File: src/rtl/clkdiv_pkg.sv
// Shared constants and helpers for the clock-enable generator.
// Turbo encodings give the CPU speed-up as a power of two over the base divisor.
package clkdiv_pkg;

    localparam int TURBO_W          = 2;
    localparam int DEFAULT_NUM_TAPS = 3;
    localparam int DEFAULT_CPU_LOG2 = 3;

    typedef enum logic [TURBO_W-1:0] {
        T_1X = 2'd0,
        T_2X = 2'd1,
        T_4X = 2'd2,
        T_8X = 2'd3
    } turbo_e;

    // Mask of the n low bits; a zero-width mask makes any phase compare true.
    function automatic logic [31:0] low_mask(input int n);
        if (n <= 0) begin
            return 32'd0;
        end
        if (n >= 32) begin
            return '1;
        end
        return (32'd1 << n) - 32'd1;
    endfunction

endpackage

File: src/rtl/clkdiv_if.sv
// Control and enable bundle between the clock-enable generator and its users.
// The slave modport is the generator; master is whoever steers turbo/hold/resync.
interface clkdiv_if #(
    parameter int NUM_TAPS = clkdiv_pkg::DEFAULT_NUM_TAPS
);
    import clkdiv_pkg::*;

    logic [TURBO_W-1:0]  turbo_sel;
    logic                cpu_hold;
    logic                resync;
    logic [NUM_TAPS-1:0] ce_tap;
    logic                ce_cpu;
    logic [TURBO_W-1:0]  turbo_cur;
    logic [NUM_TAPS-1:0] clk_div;

    modport master (
        output turbo_sel,
        output cpu_hold,
        output resync,
        input  ce_tap,
        input  ce_cpu,
        input  turbo_cur,
        input  clk_div
    );

    modport slave (
        input  turbo_sel,
        input  cpu_hold,
        input  resync,
        output ce_tap,
        output ce_cpu,
        output turbo_cur,
        output clk_div
    );

endinterface

File: src/rtl/clkdiv_enables.sv
// Free-running counter producing fixed power-of-two enables plus a turbo-selectable CPU enable.
// Define CLKDIV_CLKOUT_EN to also register 50% divided square waves on clk_div.
module clkdiv_enables
    import clkdiv_pkg::*;
#(
    parameter int NUM_TAPS = DEFAULT_NUM_TAPS,
    parameter int CPU_LOG2 = DEFAULT_CPU_LOG2,
    parameter int CNT_W    = 4
) (
    input  logic    clk,
    input  logic    rst_n,
    clkdiv_if.slave bus
);

    generate
        if (CNT_W < NUM_TAPS || CNT_W < CPU_LOG2) begin : g_bad_cfg
            $error("clkdiv_enables: CNT_W too narrow for NUM_TAPS/CPU_LOG2");
        end
    endgenerate

    logic [CNT_W-1:0]    cnt;
    logic [CNT_W-1:0]    cnt_nx;
    logic [31:0]         cnt_ext;
    logic [NUM_TAPS-1:0] ce_tap_q;
    logic [NUM_TAPS-1:0] ce_tap_nx;
    logic                ce_cpu_q;
    logic                ce_cpu_nx;
    turbo_e              turbo_cur_q;
    turbo_e              turbo_cur_nx;
    logic                boundary;
    int                  cpu_div;

    // The live turbo_sel is the most recent request, so it is what a boundary adopts.
    always_comb begin
        cnt_nx       = bus.resync ? '0 : cnt + CNT_W'(1);
        cnt_ext      = 32'(cnt_nx);
        boundary     = (cnt_ext & low_mask(CPU_LOG2)) == 32'd0;
        turbo_cur_nx = boundary ? turbo_e'(bus.turbo_sel) : turbo_cur_q;
        cpu_div      = (int'(turbo_cur_nx) >= CPU_LOG2) ? 0 : CPU_LOG2 - int'(turbo_cur_nx);
        ce_cpu_nx    = ((cnt_ext & low_mask(cpu_div)) == 32'd0) && !bus.cpu_hold;
        ce_tap_nx    = '0;
        for (int k = 0; k < NUM_TAPS; k++) begin
            ce_tap_nx[k] = (cnt_ext & low_mask(k + 1)) == 32'd0;
        end
    end

    always_ff @(posedge clk or negedge rst_n) begin
        if (!rst_n) begin
            cnt         <= '0;
            ce_tap_q    <= '0;
            ce_cpu_q    <= 1'b0;
            turbo_cur_q <= T_1X;
        end else begin
            cnt         <= cnt_nx;
            ce_tap_q    <= ce_tap_nx;
            ce_cpu_q    <= ce_cpu_nx;
            turbo_cur_q <= turbo_cur_nx;
        end
    end

    assign bus.ce_tap    = ce_tap_q;
    assign bus.ce_cpu    = ce_cpu_q;
    assign bus.turbo_cur = turbo_cur_q;

`ifdef CLKDIV_CLKOUT_EN
    logic [NUM_TAPS-1:0] clk_div_q;

    always_ff @(posedge clk or negedge rst_n) begin
        if (!rst_n) begin
            clk_div_q <= '0;
        end else begin
            clk_div_q <= cnt_nx[NUM_TAPS-1:0];
        end
    end

    assign bus.clk_div = clk_div_q;
`else
    assign bus.clk_div = '0;
`endif

endmodule

File: src/flat_wrapper.sv
// flat-port wrapper written by rule: the top's interface ports become plain ports
module clkdiv_enables_flat import clkdiv_pkg::*;
#(
    parameter int NUM_TAPS = DEFAULT_NUM_TAPS,
    parameter int CPU_LOG2 = DEFAULT_CPU_LOG2,
    parameter int CNT_W    = 4
)
  (clk, rst_n, bus_turbo_sel, bus_cpu_hold, bus_resync, bus_ce_tap, bus_ce_cpu, bus_turbo_cur, bus_clk_div);
  clkdiv_if #(.NUM_TAPS(NUM_TAPS)) bus_i ();
  input  logic clk;
  input  logic rst_n;
  input wire logic [$bits(bus_i.turbo_sel)-1:0] bus_turbo_sel;
  input wire logic [$bits(bus_i.cpu_hold)-1:0] bus_cpu_hold;
  input wire logic [$bits(bus_i.resync)-1:0] bus_resync;
  output wire logic [$bits(bus_i.ce_tap)-1:0] bus_ce_tap;
  output wire logic [$bits(bus_i.ce_cpu)-1:0] bus_ce_cpu;
  output wire logic [$bits(bus_i.turbo_cur)-1:0] bus_turbo_cur;
  output wire logic [$bits(bus_i.clk_div)-1:0] bus_clk_div;
  assign bus_i.turbo_sel = bus_turbo_sel;
  assign bus_i.cpu_hold = bus_cpu_hold;
  assign bus_i.resync = bus_resync;
  assign bus_ce_tap = bus_i.ce_tap;
  assign bus_ce_cpu = bus_i.ce_cpu;
  assign bus_turbo_cur = bus_i.turbo_cur;
  assign bus_clk_div = bus_i.clk_div;
  clkdiv_enables #(.NUM_TAPS(NUM_TAPS), .CPU_LOG2(CPU_LOG2), .CNT_W(CNT_W)) u_core (.clk(clk), .rst_n(rst_n), .bus(bus_i));
endmodule
File: config.mk
export PLATFORM = sky130hd
export DESIGN_NAME = clkdiv_enables_flat
export DESIGN_NICKNAME = d
export VERILOG_FILES = /design/src/rtl/clkdiv_pkg.sv /design/src/rtl/clkdiv_if.sv /design/src/rtl/clkdiv_enables.sv /design/src/flat_wrapper.sv
export SDC_FILE = /design/constraint.sdc
export NUM_CORES = 1
export LEC_CHECK = 0
export CAP_MARGIN = 25
export CORE_AREA = 4 4 41 43
export DETAILED_ROUTE_END_ITERATION = 7
export DIE_AREA = 0 0 45 47
export GPL_TIMING_DRIVEN = 1
export PLACE_DENSITY_LB_ADDON = 0.12
export REMOVE_ABC_BUFFERS = 1
export SLEW_MARGIN = 10
export SYNTH_ARGS = -nofsm -noshare
export SYNTH_HDL_FRONTEND = slang
export SYNTH_SLANG_ARGS = --single-unit
File: constraint.sdc
create_clock -name clk -period 3.3 [get_ports clk]
set_clock_uncertainty 0.1 [all_clocks]
set_input_delay 0.495 -clock clk [delete_from_list [all_inputs] [get_ports clk]]
set_output_delay 0.495 -clock clk [all_outputs]
set_load 0.01 [all_outputs]
After elaboration in Yosys (flattened, before gate mapping)
Index checks and enable logic that the tools add are counted.
{ "classes": {"n_mux": 10, "magnitude_cmp": 3, "shifts": 1, "reduce_logical": 6, "bitwise_logic": 1, "addsub": 3} }
{ "op_table": {"columns": ["cell", "count"], "rows": [
  ["$mux 32", 5],
  ["$logic_not 32->1", 4],
  ["$and 4x32->32", 1],
  ["$ge 32x7->1 const B", 1],
  ["$le 32x1->1 const B", 1],
  ["$shl 1x32->32 const A", 1],
  ["$sub 32x1->32 const B", 1],
  ["$add 4x1->4 const B", 1],
  ["$mux 4", 1],
  ["$mux 1", 3],
  ["$sub 2x2->3 const A", 1],
  ["$ge 2x2->1 const B", 1],
  ["$mux 2", 1],
  ["$logic_and 1x1->1", 1],
  ["$logic_not 1->1", 1]
]} }
{ "word_totals": {"wordCells": 28, "reg_bits": 10, "inputBits": 6} }

Longest topological paths before layout
Gate-level depths: netlist of run 1.
{ "logic_depth": {"depth_word": 14, "depth_mapped": 4, "ltp_nobuf": 4} }

Worst setup path before layout of run 1
Ideal clock, no wire load.
{ "synth_timing": {"path_type": "register -> register", "start": "reg u_core.cnt[0]", "end": "reg u_core.turbo_cur_q[0], in the netlist u_core.bus.turbo_cur[0]", "n_path_buf": 0, "stages_incl_launch_ff": 5, "synth_period_minus_slack_ps": 1604, "slack_ps": 1696, "arrival_time_ps": 1379, "setup_time_ps": 125, "required_ps": 3075, "cell_sequence": "dfrtp_1 ha_1 and2b_1 a21oi_2 mux2_2"} }
{ "synth_via": {"elab_chain_len": 4} }
{ "synth_rtl": {"columns": ["item", "line_no", "source"], "rows": [
  ["start, declared", "clkdiv_enables.sv:21", "logic [CNT_W-1:0] cnt;"],
  ["start signal, assigned", "clkdiv_enables.sv:54", "cnt <= cnt_nx;"],
  ["$add 4x1->4", "clkdiv_enables.sv:35", "cnt_nx = bus.resync ? '0 : cnt + CNT_W'(1);"],
  ["$mux 4", "clkdiv_enables.sv:35", null],
  ["$logic_not 32->1", "clkdiv_enables.sv:37", "boundary = (cnt_ext & low_mask(CPU_LOG2)) == 32'd0;"],
  ["$mux 2", "clkdiv_enables.sv:38", "turbo_cur_nx = boundary ? turbo_e'(bus.turbo_sel) : turbo_cur_q;"],
  ["net u_core.turbo_cur_nx[0]", "clkdiv_enables.sv:29", "turbo_e turbo_cur_nx;"],
  ["end signal, assigned", "clkdiv_enables.sv:57", "turbo_cur_q <= turbo_cur_nx;"],
  ["end, declared", "clkdiv_enables.sv:28", "turbo_e turbo_cur_q;"]
]} }
The timed path passes the listed nets, and every way through them passes these cells.

Worst setup path after layout of run 1
{ "layout_timing": {"start": "reg u_core.turbo_cur_q[1], in the netlist u_core.bus.turbo_cur[1]", "end": "out bus_turbo_cur[1]"} }
{ "layout_rtl": {"columns": ["item", "line_no", "source"], "rows": [
  ["end, declared", "flat_wrapper.sv:17", "output wire logic [$bits(bus_i.turbo_cur)-1:0] bus_turbo_cur;"]
]} }
No word-level cell between the ends.

==> results.py, run 1 <==
metrics = {
    "cts": {
        "post_cts_buffers": 0,
        "htreeDepth": 1,
        "cts_made_buffers": 3,
        "clk_pin_slew_ps": 70,
        "cts_tree": "yes",
        "clock_latency_ps": 260,
        "clock-sinks": 9,
        "cts_buffer_depth": 2,
        "cts_resized": 0,
        "ctsRootBufferMaster": "clkbuf_4",
        "cts_hold_buf": 0,
    },
    "layout": {
        "drive_gt1_frac": 0.143,
        "area_growth_pct": 39.6,
        "layout.nets": 50,
        "seqCellArea_um2": 225,
        "diodes": 0,
        "fillerInstances": 136,
        "multiInputGateArea_um2": 106,
    },
    "grt": {
        "grt_pass1_wl_um": 1070,
        "grt_max_degree": 10,
        "gr-total-overflow": 0,
        "track_usage": 0.0737,
        "antenna_found_initial": 0,
        "grt_pass1_vias": 242,
    },
    "placement": {
        "place_ws_ps": 1520,
        "dpl.hpwl_um": 473,
        "port_buffers": 11,
        "gp_congestion": 0.765,
    },
    "floorplanning": {
        "core_um2": 1300,
        "boundaryPins": 15,
        "start_util": 0.272,
        "dieWidth_um": 45,
        "die_y_um": 47,
        "num_rows": 13,
        "dieArea_um2": 2120,
    },
    "timing": {
        "hold_violations": 0,
        "fmax_mhz": 559,
        "post-route-period-util": 0.542,
        "min_period_ps": 1790,
        "rsz0062_at_grt": "no",
        "finalMaxSlewViolations": 0,
        "layout_setup_ws_ps": 1510,
        "fin_setup_tns_ps": 0,
        "finalSetupViolCount": 0,
    },
    "power": {
        "seq_power_share": 0.485,
        "sw_frac_of_total": 0.248,
        "irDropWorstVdd_mv": 0.208,
        "intPower_mw": 0.196,
        "combPwrFrac": 0.187,
        "p_sw_mw": 0.0647,
        "power_leakage_nw": 0.222,
        "powerDensity_nw_per_um2": 528,
        "clkPwrFrac": 0.328,
    },
    "drt": {
        "drt_iter0_markers": 3,
        "wire_per_inst_um": 10.7,
        "drtAntennaViolNets": 0,
        "vias_per_cell": 4.14,
        "wirelength_um": 608,
        "drc": 0,
        "drt_pass1_iterations": 4,
        "via_count": 236,
    },
    "setup_path": {
        "cp-start-kind": "flip-flop",
        "crit_required_ps": 2700,
        "path_delay_family": "buffers and inverters",
        "crit_chain": "clkdlybuf4s50_1",
        "worstPathMaxFanout": 4,
        "cp_slowest_cell": "clkdlybuf4s50_1",
        "cpPeakStageDelay_ps": 550,
        "path_class": "reg2out",
        "critPathArrivalTime_ps": 1190,
        "path_buf_inv": 1,
        "critPathCaptureType": "primary output",
    },
    "status": {
        "status": "finished clean",
    },
    "yosys": {
        "synth_area_per_cell_um2": 12.6,
        "yosys_warnings": 0,
        "ys_seq_area_frac": 0.636,
        "synth_cell_types": 14,
        "ys_ff_latch": 9,
        "syn_area_um2": 354,
        "netlist_instances": 28,
    },
    "run": {
        "maxCapViolations": 0,
    },
    "min_path": {
        "hold_path_class": "in2async",
    },
}
[state kept, by name (all words and copies together) (netlist names)]
signal,flops
u_core.bus.turbo_cur,2
u_core.bus.ce_tap,3
u_core.cnt,3
u_core.bus.ce_cpu,1
[cell usage in the layout (no fill, tap or decap), drive strengths merged]
cell type      instances
a211oi                 1
a21oi                  2
and2b                  1
clkbuf                 4
clkdlybuf4s50         11
conb                   3
dfrtp                  9
ha                     1
inv                    2
mux2                   2
nor2                   3
nor2b                  1
nor3                   1
xnor2                  1
[Yosys cell counts (all sizes together)]
cell	n	area share
nor3	1	0.014
a211oi	1	0.021
conb	1	0.011
and2b	1	0.021
a21oi	2	0.039
dfrtp	9	0.64
inv	2	0.021
nor2	3	0.032
ha	1	0.035
nor2b	1	0.018
xnor2	1	0.025
mux2	2	0.064
buf	3	0.064
[power by group through the flow]
| stage | logic [mW] | registers [mW] | clock network, mW |
|---|---|---|---|
| after global routing | 0.0542 | 0.128 | 0.0919 |
| after floorplan | 0.0173 | 0.133 | 0 |
| final | 0.0487 | 0.127 | 0.0855 |
| after global placement | 0.0495 | 0.129 | 0 |
| after CTS | 0.0495 | 0.127 | 0.0883 |
| after detailed placement | 0.0493 | 0.129 | 0 |
[final timing paths]
path | slack (ps) | from | end | cells after the start
min reg2reg | 440 | u_core.bus.turbo_cur[0] | u_core.bus.turbo_cur[0] | 1
max | 1510 | u_core.bus.turbo_cur[1] | bus_turbo_cur[1] | 1
max reg2reg | 1610 | u_core.cnt[0] | u_core.bus.turbo_cur[1] | 4
min | 420 | rst_n | u_core.bus.turbo_cur[1] | 1
max in group asynchronous | 2410 | rst_n | u_core.bus.ce_tap[0] | 1
min in group clk | 440 | u_core.bus.turbo_cur[0] | u_core.bus.turbo_cur[0] | 1
[layer usage]
metal | track usage | wire length (um) | up-vias
li1 | - | - | 110
met1 | 0.0877 | 224 | 116
met2 | 0.110 | 303 | 10
met3 | 0.0268 | 79 | 0
met4 | 0.0526 | 0 | 0
met5 | 0 | 0 | -
[through the flow]
stage | std cells | total power, mW | cell area [um2] | hold WS, ps | utilization
after CTS | 57 | 0.265 | 494 | 429 | 0.380
final | 57 | 0.261 | 494 | 419 | 0.380
after global placement | 53 | 0.178 | 468 | 420 | 0.360
after floorplan | 27 | 0.150 | 339 | 99.4 | -
after global routing | 57 | 0.274 | 494 | 466 | 0.380
after detailed placement | 53 | 0.178 | 468 | 427 | 0.360
[area by class of cell]
type                       instances  share of cell area
tap                               15              0.0380
sequential                         9               0.456
timing repair buffer              11               0.223
inverter                           2              0.0152
multi-input combinational         16               0.215
clock buffer                       4              0.0532
[kinds of logic (layout without fill, tap and decap cells)]
logic type,Yosys count,after routing,share of synthesized area
AO/OA/AOI/OAI,3,3,0.0601
XOR/XNOR,1,1,0.0247
adder cells (fa/ha/maj),1,1,0.0353
buffers and inverters,5,17,0.0848
flip-flops,9,9,0.636
multiplexers,2,2,0.0636
other,1,3,0.0106
AND/OR/NAND/NOR,6,6,0.0848
Power figures use the tool's default switching activity.
==> run 2, diff against run 1 <==
==> constraint.sdc (replaced) <==
create_clock -name clk -period 1.65 [get_ports clk]
set_clock_uncertainty 0.1 [all_clocks]
set_input_delay 0.2475 -clock clk [delete_from_list [all_inputs] [get_ports clk]]
set_output_delay 0.2475 -clock clk [all_outputs]
set_load 0.01 [all_outputs]
==> results.py, run 2 (synthesis gave the netlist of run 1 again) <==
metrics = {
    "cts": {
        "clock-sinks": 9,
        "cts_buffer_depth": 2,
        "cts_made_buffers": 3,
        "cts_tree": "yes",
        "clock_latency_ps": 260,
        "clk_pin_slew_ps": 60,
        "ctsRootBufferMaster": "clkbuf_4",
        "htreeDepth": 1,
    },
    "setup_path": {
        "cp_slowest_cell": "dfrtp_1",
        "critPathCaptureType": "flip-flop",
        "cp-start-kind": "flip-flop",
        "crit_required_ps": 1690,
        "worstPathMaxFanout": 3,
        "cpPeakStageDelay_ps": 390,
        "critPathArrivalTime_ps": 1650,
        "crit_chain": "ha_1, and2b_2, a21oi_4, mux2_4",
        "path_class": "reg2reg",
    },
    "layout": {
        "layout.nets": 54,
        "area_growth_pct": 52.6,
        "drive_gt1_frac": 0.239,
        "final_common_cell": "clkdlybuf4s50_1",
        "fin_area_um2": 541,
        "fillerInstances": 132,
        "diodes": 0,
        "fin_util": 0.415,
        "mostFrequentLayoutCells": "clkdlybuf4s50_1 (11), dfrtp_1 (9), buf_4 (4)",
    },
    "placement": {
        "gp_congestion": 0.725,
        "dpl_cell_area_um2": 490,
        "port_buffers": 11,
        "place_ws_ps": 17.9,
        "dpl.hpwl_um": 494,
    },
    "power": {
        "seq_power_share": 0.470,
        "intPower_mw": 0.406,
        "sw_frac_of_total": 0.246,
        "p_sw_mw": 0.133,
        "irDropWorstVdd_mv": 0.256,
        "power_leakage_nw": 0.251,
        "clkPwrFrac": 0.313,
        "combPwrFrac": 0.217,
        "p_total_mw": 0.539,
        "powerDensity_nw_per_um2": 996,
    },
    "grt": {
        "track_usage": 0.0703,
        "gr-total-overflow": 0,
        "grt_max_degree": 10,
        "antenna_found_initial": 0,
        "grt_pass1_wl_um": 931,
        "grt_pass1_vias": 218,
    },
    "min_path": {
        "hold_path_class": "in2async",
    },
    "floorplanning": {
        "dieArea_um2": 2120,
        "die_y_um": 47,
        "num_rows": 13,
        "core_um2": 1300,
        "start_util": 0.272,
        "boundaryPins": 15,
        "dieWidth_um": 45,
    },
    "drt": {
        "vias_per_cell": 4.03,
        "wire_per_inst_um": 10.6,
        "via_count": 246,
        "drt_iter0_markers": 1,
        "drc": 0,
        "wirelength_um": 644,
        "drt_pass1_iterations": 3,
        "drtAntennaViolNets": 0,
    },
    "timing": {
        "fin_setup_tns_ps": 0,
        "min_period_ps": 1610,
        "finalSetupViolCount": 0,
        "hold_violations": 0,
        "fmax_mhz": 621,
        "post-route-period-util": 0.976,
        "layout_setup_ws_ps": 40.2,
        "finalMaxSlewViolations": 0,
        "rsz0062_at_grt": "yes",
    },
    "status": {
        "status": "finished clean",
    },
    "run": {
        "maxCapViolations": 0,
    },
}
run 2: cell types whose count changed in the layout (fill, tap and decap cells not counted), sizes merged:
cell / delta
buf: +4
run 2: final cells by class:
cell class	instances	area [um2]	area share
Tap cell	15	18.8	0.0347
Clock buffer	4	26.3	0.0486
Sequential cell	9	225	0.417
Inverter	2	7.51	0.0139
Multi-Input combinational cell	16	123	0.227
Timing Repair Buffer	15	140	0.259
run 2: worst max-delay path, delay by kind of cell (launching register included):
kind,cells,cell delay (ps)
AND/OR/NAND/NOR,1,240
adder cells (fa/ha/maj),1,280
AO/OA/AOI/OAI,1,170
multiplexers,1,320
flip-flops,1,390
run 2: stage by stage:
step | hold slack [ps] | std cells
after floorplan | -148 | 27
final | 178 | 61
after global routing | 207 | 61
after CTS | 181 | 60
after detailed placement | 442 | 56
after global placement | 422 | 56
run 2: per-layer routing:
metal / wire length, um / global-route usage / up-vias
met3: 76 / 0.0498 / 0
met2: 296 / 0.0791 / 10
met4: 0 / 0.0877 / 0
met1: 271 / 0.0751 / 117
met5: 0 / 0 / -
li1: - / - / 119
run 2: final timing paths:
kind                                               from                      end  slack [ps]  cells after the start
max in group asynchronous                         rst_n  u_core.bus.turbo_cur[1]         990                      1
min in group clk                           bus_cpu_hold        u_core.bus.ce_cpu         420                      2
worst max-delay path                      u_core.cnt[0]  u_core.bus.turbo_cur[1]          40                      4
worst min register to register  u_core.bus.turbo_cur[0]  u_core.bus.turbo_cur[0]         460                      1
worst max register to register            u_core.cnt[0]  u_core.bus.turbo_cur[1]          40                      4
worst min-delay path                              rst_n            u_core.cnt[0]         180                      1
run 2: repair_timing:
item | 4_1_cts | 5_1_grt
setup buffers | 0 | 1
endpoints found under the setup margin | 0 | 2
hold buffers | 0 | 0
resized for setup | 0 | 4
run 2: power by group through the flow:
stage | Clock, mW | Sequential (mW) | Combinational (mW)
2_1_floorplan | 0 | 0.265 | 0.0345
3_3_place_gp | 0 | 0.256 | 0.107
3_5_place_dp | 0 | 0.257 | 0.107
4_1_cts | 0.180 | 0.253 | 0.107
5_1_grt | 0.191 | 0.255 | 0.126
6_report | 0.168 | 0.253 | 0.117
